File: src/rtl/spi_mem_master.sv
// SPI mode-0 master moving one {rwb, addr, data} frame per request, MSB first.
// Define SPI_MISO_FALL_SAMPLE_EN to sample MISO on falling SCLK instead of rising.
module spi_mem_master #(
  parameter int CLK_DIV = 2,
  parameter int ADDR_W  = 15,
  parameter int DATA_W  = 16
) (
  input  logic              clk,
  input  logic              resetb,
  input  logic              start_i,
  input  logic              rwb_i,
  input  logic [ADDR_W-1:0] addr_i,
  input  logic [DATA_W-1:0] wdata_i,
  output logic              busy_o,
  output logic              done_o,
  output logic [DATA_W-1:0] rdata_o,
  output logic              sclk_o,
  output logic              csb_o,
  output logic              mosi_o,
  input  logic              miso_i
);
  localparam int FRAME_W = 1 + ADDR_W + DATA_W;
  localparam int DIV_W   = (CLK_DIV > 1) ? $clog2(CLK_DIV) : 1;
  localparam logic [5:0] LAST_BIT = 6'(FRAME_W - 1);
`ifdef SPI_MISO_FALL_SAMPLE_EN
  localparam bit FALL_SAMPLE = 1'b1;
`else
  localparam bit FALL_SAMPLE = 1'b0;
`endif

  typedef enum logic [2:0] {IDLE, SETUP, SHIFT, HOLD, DONE} state_t;

  state_t                state;
  logic [DIV_W-1:0]      div_cnt;
  logic [5:0]            bit_cnt;
  logic [FRAME_W-2:0]    tx_sr;  // frame minus its MSB, which goes straight to mosi
  logic [DATA_W-1:0]     rx_sr;
  logic                  rd_flag;
  logic                  div_end;

  assign div_end = (div_cnt == DIV_W'(CLK_DIV - 1));

  always_ff @(posedge clk or negedge resetb) begin
    if (!resetb) begin
      state   <= IDLE;
      div_cnt <= '0;
      bit_cnt <= '0;
      tx_sr   <= '0;
      rx_sr   <= '0;
      rd_flag <= 1'b0;
      busy_o  <= 1'b0;
      done_o  <= 1'b0;
      rdata_o <= '0;
      sclk_o  <= 1'b0;
      csb_o   <= 1'b1;
      mosi_o  <= 1'b0;
    end else begin
      done_o <= 1'b0;
      case (state)
        IDLE: begin
          csb_o  <= 1'b1;
          sclk_o <= 1'b0;
          if (start_i) begin
            tx_sr   <= {addr_i, rwb_i ? {DATA_W{1'b0}} : wdata_i};
            rd_flag <= rwb_i;
            mosi_o  <= rwb_i;
            csb_o   <= 1'b0;
            busy_o  <= 1'b1;
            div_cnt <= '0;
            bit_cnt <= '0;
            state   <= SETUP;
          end
        end
        SETUP: begin
          if (div_end) begin
            div_cnt <= '0;
            sclk_o  <= 1'b1;
            if (!FALL_SAMPLE) rx_sr <= {rx_sr[DATA_W-2:0], miso_i};
            state   <= SHIFT;
          end else begin
            div_cnt <= div_cnt + 1'b1;
          end
        end
        SHIFT: begin
          if (!div_end) begin
            div_cnt <= div_cnt + 1'b1;
          end else begin
            div_cnt <= '0;
            if (sclk_o) begin
              sclk_o <= 1'b0;
              if (FALL_SAMPLE) rx_sr <= {rx_sr[DATA_W-2:0], miso_i};
              mosi_o <= (bit_cnt == LAST_BIT) ? 1'b0 : tx_sr[FRAME_W-2];
              tx_sr  <= {tx_sr[FRAME_W-3:0], 1'b0};
            end else if (bit_cnt == LAST_BIT) begin
              // last bit's low half has elapsed
              state <= HOLD;
            end else begin
              sclk_o  <= 1'b1;
              bit_cnt <= bit_cnt + 1'b1;
              if (!FALL_SAMPLE) rx_sr <= {rx_sr[DATA_W-2:0], miso_i};
            end
          end
        end
        HOLD: begin
          if (div_end) begin
            div_cnt <= '0;
            csb_o   <= 1'b1;
            busy_o  <= 1'b0;
            done_o  <= 1'b1;
            if (rd_flag) rdata_o <= rx_sr;
            state   <= DONE;
          end else begin
            div_cnt <= div_cnt + 1'b1;
          end
        end
        DONE:    state <= IDLE;
        default: state <= IDLE;
      endcase
    end
  end
endmodule

File: config.mk
export PLATFORM = sky130hd
export DESIGN_NAME = spi_mem_master
export DESIGN_NICKNAME = d
export VERILOG_FILES = /design/src/rtl/spi_mem_master.sv
export SDC_FILE = /design/constraint.sdc
export NUM_CORES = 1
export LEC_CHECK = 0
export CAP_MARGIN = 40
export CORE_AREA = 2 2 98 100
export DETAILED_ROUTE_END_ITERATION = 7
export DIE_AREA = 0 0 100 102
export GPL_ROUTABILITY_DRIVEN = 0
export HOLD_SLACK_MARGIN = 0.1
export PLACE_DENSITY = 0.71
export SYNTH_ARGS = -nofsm -noshare
export SYNTH_HDL_FRONTEND = slang
export SYNTH_SLANG_ARGS = --single-unit
File: constraint.sdc
create_clock -name clk -period 3 [get_ports clk]
set_clock_uncertainty 0.15 [all_clocks]
set_input_delay 0.3 -clock clk [delete_from_list [all_inputs] [get_ports clk]]
set_output_delay 0.3 -clock clk [all_outputs]
set_load 0.02 [all_outputs]
Word level (Yosys, flattened, before mapping):

Cells that the tools add are included.

* $add $sub $neg: 2
* equality and inequality tests: 12
* muxes and demuxes: 42
* reduce and logical (&&, ||, !) cells: 17

Operator list (number)
* 31-bit two-way mux: 3
* 16-bit two-way mux: 5
* 31-bit case mux with 2 select lines: 1
* 16-bit case mux with 2 select lines: 1
* 6-bit two-way mux: 4
* 3-bit two-way mux: 6
* 2-bit != test, second input constant: 8
* 1-bit two-way mux: 15
* 3-bit case mux with 4 select lines: 1
* 6-bit case mux with 2 select lines: 1
* 5-bit AND reduction: 2
* 3-bit AND reduction: 3
* 1-bit case mux with 2 select lines: 4
* 2-bit nonzero test: 4
* 6-bit by 1-bit adder with 6-bit output, second input constant: 1
* 3-bit by 2-bit == test with 1-bit output, second input constant: 2
* 6-bit by 5-bit == test with 1-bit output, second input constant: 1
* 2-bit AND reduction: 3
* 6-bit AND reduction: 1
* 4-bit AND reduction: 1
* 3-bit by 1-bit == test with 1-bit output, second input constant: 1
* 3-bit zero test: 1
* 1-bit case mux with 3 select lines: 1
* 3-bit nonzero test: 1
* other kinds (2): 2

* flip-flop bits (word level): 79
* output and inout bits: 21

Longest topological paths before layout:

Gate-level depths: netlist of run 1.

* depth in word-level cells: 5
* mapped depth: 6
* mapped depth without buffers: 5

Worst setup path after synthesis of run 1:

No wires, ideal clock.

* path type: reg-to-reg
* from: register bit_cnt[3]
* to: register rx_sr[0]
* arrival: 1.591 ns
* data required time: 2.725 ns
* slack: 1.134 ns
* stages on the path, launching flop included: 7
* buffers on the path: 2
* clock period less this slack: 1.866 ns
* path through: dfrtp_1 > and4b_1 > buf_6 > a211oi_4 > a21oi_4 > buf_6 > mux2_4

* word-level cells in the longest chain between the ends: 3

RTL lines
* start: declaration: line 35 `logic [5:0] bit_cnt;`
* start signal: assignment: line 99 `bit_cnt <= bit_cnt + 1'b1;`
* 6-bit by 5-bit == test with 1-bit output: line 94 `end else if (bit_cnt == LAST_BIT) begin`
* 2-bit != test (no source line)
* 5-bit AND reduction (no source line)
* end signal: assignment: line 78 `if (!FALL_SAMPLE) rx_sr <= {rx_sr[DATA_W-2:0], miso_i};`
* end signal: assignment: line 91 `if (FALL_SAMPLE) rx_sr <= {rx_sr[DATA_W-2:0], miso_i};`
* end signal: assignment: line 100 `if (!FALL_SAMPLE) rx_sr <= {rx_sr[DATA_W-2:0], miso_i};`
* end: declaration: line 37 `logic [DATA_W-1:0] rx_sr;`

Every way passes these cells.
A chain may end at the register's enable or synchronous reset.

Final worst setup path of run 1:

* from: register state[0]
* to: register rx_sr[5]

* word-level cells in the longest chain between the ends: 3

RTL lines
* start: declaration: line 33 `state_t state;`
* start signal: assignment: line 45 `state <= IDLE;`
* start signal: assignment: line 71 `state <= SETUP;`
* start signal: assignment: line 79 `state <= SHIFT;`
* 3-bit by 2-bit == test with 1-bit output or 3-bit by 1-bit == test with 1-bit output (tied branches): line 59 `case (state)`
* 2-bit != test (no source line) or 2-bit nonzero test (tied branches)
* 5-bit AND reduction (no source line)

Several ways; a longest one is shown, not always the timed one.

==> flow_metrics.env, run 1 <==
export IMPL_dr_total_vias=2551
export IMPL_drc=0
export IMPL_grt_ovfl_total=0
export IMPL_clkSlewWorstSetupHoldPaths_ps=80
export IMPL_ant_nets=0
export IMPL_stdcell_area_sq_um=4434
export IMPL_tightest_slew_ps=647.4
export IMPL_end_kind="flip-flop"
export IMPL_synth_nets=369
export IMPL_maxCapViolCount=0
export IMPL_finalCriticalPeriod_ps=2277
export IMPL_htreeDepth=3
export IMPL_boundaryPins=57
export IMPL_cts_root_buf="clkbuf_8"
export IMPL_antenna_cells=0
export IMPL_nNetsFinal=418
export IMPL_powerDensity_nw_per_um2=443.7
export IMPL_detail_route_wl_per_cell_microns=14.33
export IMPL_grt_use_met2_pct=23.91
export IMPL_grt_max_degree=65
export IMPL_clock_fmax_ghz=0.4392
export IMPL_arrival_ps=2360
export IMPL_layout_drive_gt1_share_pct=15.54
export IMPL_ys_warn_count=0
export IMPL_setup_viol=0
export IMPL_grt_use_total_pct=14.88
export IMPL_vias_per_cell=5.133
export IMPL_dp_hpwl_microns=4619
export IMPL_synthCells=332
export IMPL_post_route_period_util_pct=75.89
export IMPL_synth_cell_types=38
export IMPL_syn_avg_cell_area_sq_um=10.85
export IMPL_die_h_microns=102
export IMPL_first_iter_violations=157
export IMPL_status="finished, final reports clean"
export IMPL_hold_class="input pin to async pin"
export IMPL_top_usage_layer="met2"
export IMPL_grt_pass1_vias=2657
export IMPL_clk_path_buf_depth=2
export IMPL_fp_row_count=35
export IMPL_dieArea_sq_um=10200
export IMPL_p_leak_nw=1.903
export IMPL_syn_area_sq_um=3602
export IMPL_firstDrtPassIters=4
export IMPL_dpl_instance_area_sq_um=4234
export IMPL_fp_coreArea_sq_um=9109
export IMPL_hold_slack_ps=277.9
export IMPL_fill_cells=838
export IMPL_ir_drop_mv=0.3045
export IMPL_slew_headroom_pct=56.75
export IMPL_finalHoldViolCount=0
export IMPL_routed_wl_microns=7120
export IMPL_yosysSeqAreaShare_pct=54.91
export IMPL_grt_pass1_wl_microns=12200
export IMPL_drv_slew=0
export IMPL_tns_ps=0
export IMPL_crit_type="flip-flop to flip-flop"
export IMPL_startpoint_type="flip-flop"
export IMPL_rsz0062_at_grt="no"
export IMPL_syn_to_final_growth_pct=23.10
export IMPL_insertion_delay_ps=340
export IMPL_grt_use_met1_pct=18.97
export IMPL_critPathMaxFanout=16
export IMPL_clkSinkCount=79
export IMPL_die_x_microns=100
export IMPL_antenna_found_initial=0
export IMPL_cts_made_buffers=9
export IMPL_crit_required_ps=3080
export IMPL_post_cts_resized=0
export IMPL_initial_utilization_pct=39.55
export IMPL_grt_use_met3_pct=5.746
export IMPL_cts_tree="done"
export IMPL_ys_seq_elements=79
export IMPL_portBuffers=56
==> cell usage in the layout, fill, tap and decap left out, types with 4 or more instances in the layout <==
cell type	netlist	final
dfrtp_1	78	78
mux2_2	22	22
a21oi_1	33	33
nor2_1	36	36
nand3_1	4	4
clkdlybuf4s50_1	0	55
o21ai_0	12	12
nand2_1	38	38
clkbuf_8	0	9
nand4b_1	4	4
inv_1	5	5
nor3b_1	16	16
buf_4	1	5
nor3_1	5	5
a31oi_1	17	17
mux2_4	10	10
==> layout make-up <==
class                   count  area [sq um]  share of cell area [%]
well taps                 111         138.9                   3.132
repair buffers             62         625.6                   14.11
clock buffers              11         131.4                   2.963
clock inverters             5         58.81                   1.326
multi-input cells         224          1483                   33.44
flip-flops and latches     79          1978                   44.61
inverters                   5         18.77                  0.4233
==> routing by layer <==
| layer | wire length [microns] | share of wire, % | up-vias |
|---|---|---|---|
| li1 | - | - | 1253 |
| met1 | 3384 | 48 | 1228 |
| met2 | 3276 | 46 | 60 |
| met3 | 406 | 5.7 | 10 |
| met4 | 52 | 0.73 | 0 |
| met5 | 0 | 0 | - |
==> worst max-delay path: stages (launching register included) <==
cell       delay, ps
dfrtp_1          690
nand4bb_2        290
a211oi_4          90
a21oi_4          540
mux2_2           410
==> logic make-up after synthesis <==
logic type	count (synthesis)	share of synthesized area [%]
AND/OR/NAND/NOR	114	15.91
flip-flops	79	54.91
AO/OA/AOI/OAI	74	12.82
multiplexers	34	11.67
buffers and inverters	29	4.099
XOR/XNOR	1	0.2432
adder cells (fa/ha/maj)	1	0.3473
==> final timing paths <==
path / startpoint / to / slack [ps] / cells after the start
max in group asynchronous: resetb / tx_sr[21]$_DFFE_PN0P_ / 1840 / 3
worst max register to register: state[0]$_DFFE_PN0P_ / rx_sr[5]$_DFFE_PN0P_ / 720 / 4
worst max-delay path: state[0]$_DFFE_PN0P_ / rx_sr[5]$_DFFE_PN0P_ / 720 / 4
worst min-delay path: resetb / rdata_o[12]$_DFFE_PN0P_ / 280 / 2
worst min register to register: rdata_o[5]$_DFFE_PN0P_ / rdata_o[5]$_DFFE_PN0P_ / 360 / 1
min in group clk: rdata_o[5]$_DFFE_PN0P_ / rdata_o[5]$_DFFE_PN0P_ / 360 / 1
==> through the flow <==
stage	utilization [%]	instances	setup WS, ps	total power, mW
after floorplan	-	332	1134	1.145
after global placement	46.18	479	822.0	1.217
after detailed placement	46.48	480	703.8	1.225
after CTS	48.68	497	692.0	1.999
after global routing	48.68	497	618.7	2.049
final	48.68	497	723.2	1.968
==> repair_timing <==
action / CTS / global route
hold buffers: 1 / 0
endpoints found under the hold margin: 31 / 0
buffers inserted: 0 / 0
==> synth_stat cells <==
library cell / number / share of area, %
dfrtp_1: 78 / 54
nand2_1: 38 / 4.0
nor2_1: 36 / 3.8
a21oi_1: 33 / 4.6
mux2_2: 22 / 6.9
a31oi_1: 17 / 3.0
nor3b_1: 16 / 3.3
o21ai_0: 12 / 1.7
buf_2: 10 / 1.4
clkbuf_1: 10 / 1.0
mux2_4: 10 / 4.2
inv_1: 5 / 0.52
nor3_1: 5 / 0.69
nand3_1: 4 / 0.56
nand4b_1: 4 / 0.97
buf_6: 3 / 0.94
nand2b_1: 3 / 0.52
a211oi_1: 2 / 0.42
a211oi_4: 2 / 1.1
a21o_1: 2 / 0.42
mux2_1: 2 / 0.63
nand3b_1: 2 / 0.42
a211o_1: 1 / 0.24
a21oi_4: 1 / 0.45
a221o_1: 1 / 0.28
a22o_1: 1 / 0.24
and4b_1: 1 / 0.28
buf_4: 1 / 0.21
dfstp_2: 1 / 0.73
ha_1: 1 / 0.35
nand2_2: 1 / 0.17
nand4bb_2: 1 / 0.45
nor3_2: 1 / 0.28
nor3b_2: 1 / 0.35
o31a_1: 1 / 0.24
o31ai_1: 1 / 0.21
or3_1: 1 / 0.17
xor2_1: 1 / 0.24
==> registers in the layout (all words and copies together) (netlist names) <==
register  count
bit_cnt       6
busy_o        1
csb_o         1
div_cnt       1
done_o        1
mosi_o        1
rd_flag       1
rdata_o      16
rx_sr        16
sclk_o        1
state         3
tx_sr        31
==> power by group <==
group / total (mW) / switching [mW] / internal (mW) / leakage (nW)
Combinational: 0.105 / 0.0405 / 0.0644 / 0.803
Sequential: 1.10 / 0.0137 / 1.08 / 1.01
Clock: 0.765 / 0.380 / 0.385 / 0.0895
(Power assumes the default switching activity.)
==> run 2, diff against run 1 <==
--- a/config.mk
+++ b/config.mk
@@ -11,7 +11,7 @@
 export DIE_AREA = 0 0 100 102
 export GPL_ROUTABILITY_DRIVEN = 0
 export HOLD_SLACK_MARGIN = 0.1
-export PLACE_DENSITY = 0.71
+export PLACE_DENSITY = 0.73
 export SYNTH_ARGS = -nofsm -noshare
 export SYNTH_HDL_FRONTEND = slang
 export SYNTH_SLANG_ARGS = --single-unit
==> constraint.sdc (replaced) <==
create_clock -name clk -period 2 [get_ports clk]
set_clock_uncertainty 0.15 [all_clocks]
set_input_delay 0.2 -clock clk [delete_from_list [all_inputs] [get_ports clk]]
set_output_delay 0.2 -clock clk [all_outputs]
set_load 0.02 [all_outputs]
==> flow_metrics.env, run 2 (same netlist as run 1, synthesis figures left out) <==
export IMPL_crit_type="flip-flop to flip-flop"
export IMPL_cts_tree="done"
export IMPL_dp_cells=494
export IMPL_hold_class="input pin to async pin"
export IMPL_path_buf_inv=1
export IMPL_tightest_slew_ps=525.4
export IMPL_setup_viol=0
export IMPL_fp_row_count=35
export IMPL_syn_to_final_growth_pct=28.55
export IMPL_startpoint_type="flip-flop"
export IMPL_finalHoldViolCount=0
export IMPL_dr_total_vias=2656
export IMPL_p_sw_share_pct=21.64
export IMPL_die_x_microns=100
export IMPL_dp_hpwl_microns=5067
export IMPL_power_switching_mw=0.6825
export IMPL_r2r_end="rx_sr[12]$_DFFE_PN0P_"
export IMPL_post_route_period_util_pct=96.64
export IMPL_power_mw=3.154
export IMPL_drv_slew=0
export IMPL_cts_made_buffers=9
export IMPL_htreeDepth=3
export IMPL_dpl_instance_area_sq_um=4369
export IMPL_slowest_delay_ps=470
export IMPL_fin_util_pct=50.84
export IMPL_largest_registers="tx_sr x31, rdata_o x16, rx_sr x16"
export IMPL_tns_ps=0
export IMPL_final_cell_mix="dfrtp_1 (76), clkdlybuf4s50_1 (55), nand2_1 (38)"
export IMPL_grt_pass1_vias=2592
export IMPL_nNetsFinal=434
export IMPL_arrival_ps=2020
export IMPL_antenna_found_initial=0
export IMPL_detail_route_wl_per_cell_microns=14.73
export IMPL_antenna_cells=0
export IMPL_clock_fmax_ghz=0.5174
export IMPL_vias_per_cell=5.177
export IMPL_fin_ws_ps=67.13
export IMPL_ant_nets=0
export IMPL_die_h_microns=102
export IMPL_grt_ovfl_total=0
export IMPL_grt_max_degree=65
export IMPL_ir_drop_mv=0.4203
export IMPL_path_delay_family="flip-flops"
export IMPL_grt_use_total_pct=15.51
export IMPL_first_iter_violations=99
export IMPL_status="finished, final reports clean"
export IMPL_end_kind="flip-flop"
export IMPL_boundaryPins=57
export IMPL_grt_pass1_wl_microns=12480
export IMPL_cts_root_buf="clkbuf_8"
export IMPL_insertion_delay_ps=350
export IMPL_clkSlewWorstSetupHoldPaths_ps=80
export IMPL_r2r_start="state[0]$_DFFE_PN0P_"
export IMPL_largest_reg_flops=31
export IMPL_portBuffers=56
export IMPL_routed_wl_microns=7559
export IMPL_p_leak_nw=2.019
export IMPL_fill_cells=832
export IMPL_cp_cell_sequence="nand4bb_2 > a211oi_4 > a21oi_4 > buf_4 > mux2_4"
export IMPL_clk_path_buf_depth=2
export IMPL_dp_slack_ps=-99.34
export IMPL_powerDensity_nw_per_um2=681.0
export IMPL_combPwrFrac_pct=5.2
export IMPL_p_int_mw=2.471
export IMPL_layout_cells_most_common="dfrtp_1"
export IMPL_stdcell_area_sq_um=4631
export IMPL_crit_required_ps=2090
export IMPL_initial_utilization_pct=39.55
export IMPL_finalCriticalPeriod_ps=1933
export IMPL_rsz0062_at_grt="no"
export IMPL_hold_slack_ps=213.0
export IMPL_p_clk_share_pct=42.6
export IMPL_maxCapViolCount=0
export IMPL_layout_drive_gt1_share_pct=20.15
export IMPL_ff2ff_path_depth=5
export IMPL_dieArea_sq_um=10200
export IMPL_clkSinkCount=79
export IMPL_critPathMaxFanout=9
export IMPL_seq_power_share_pct=52.2
export IMPL_cp_slowest_cell="dfrtp_1"
export IMPL_firstDrtPassIters=4
export IMPL_top_register="tx_sr"
export IMPL_slew_headroom_pct=64.97
export IMPL_drc=0
export IMPL_r2r_slack_ps=70
export IMPL_final_cells=513
export IMPL_fp_coreArea_sq_um=9109
==> run 2: cell type report <==
type | instances | area [sq um] | area share (%)
clock buffer | 10 | 137.6 | 2.972
clock inverter | 6 | 91.34 | 1.972
inverter | 5 | 18.77 | 0.4053
multi-input combinational | 224 | 1488 | 32.13
sequential | 79 | 1981 | 42.77
tap | 111 | 138.9 | 2.999
timing repair buffer | 78 | 775.7 | 16.75
==> run 2: worst max path at each step <==
stage / start / endpoint / slack [ps] / depth (start not counted)
floorplan: bit_cnt[3]$_DFFE_PN0P_ / rx_sr[0]$_DFFE_PN0P_ / 130 / 6
global placement: bit_cnt[5]$_DFFE_PN0P_ / rx_sr[7]$_DFFE_PN0P_ / -1 / 4
detailed placement: bit_cnt[5]$_DFFE_PN0P_ / rx_sr[3]$_DFFE_PN0P_ / -100 / 4
CTS: state[1]$_DFFE_PN0P_ / bit_cnt[0]$_DFFE_PN0P_ / 40 / 4
global route: state[0]$_DFFE_PN0P_ / rx_sr[12]$_DFFE_PN0P_ / 5 / 5
finish: state[0]$_DFFE_PN0P_ / rx_sr[12]$_DFFE_PN0P_ / 70 / 5
==> run 2: power by group through the flow <==
stage          registers [mW]  clock network [mW]  logic [mW]
5_1_grt                  1.65                1.44       0.182
3_3_place_gp             1.68                   0       0.161
6_report                 1.65                1.34       0.164
3_5_place_dp             1.68                   0       0.166
2_1_floorplan            1.67                   0      0.0467
4_1_cts                  1.65                1.38       0.168
==> run 2: per-layer routing <==
layer / track usage (%) / wire length [microns] / up-vias
met5: 0 / 0 / -
met4: 4.110 / 68 / 0
met3: 5.335 / 413 / 11
met2: 25.57 / 3585 / 54
met1: 19.74 / 3491 / 1298
li1: - / - / 1293
==> run 2: worst reg2reg max path: cells and delay by family, from the launching register on <==
family          cells  cell delay [ps]
buf+inv             1              210
flops               1              470
mux                 1              310
simple gates        1              300
compound gates      2              370
==> run 2: repair_timing <==
action                     in CTS  in global routing
hold buffers                    1                  0
hold endpoints to repair       64                  0
setup endpoints to repair      17                 23
cloned                          0                  0
resized for setup               1                  2
buffers inserted                2                  0
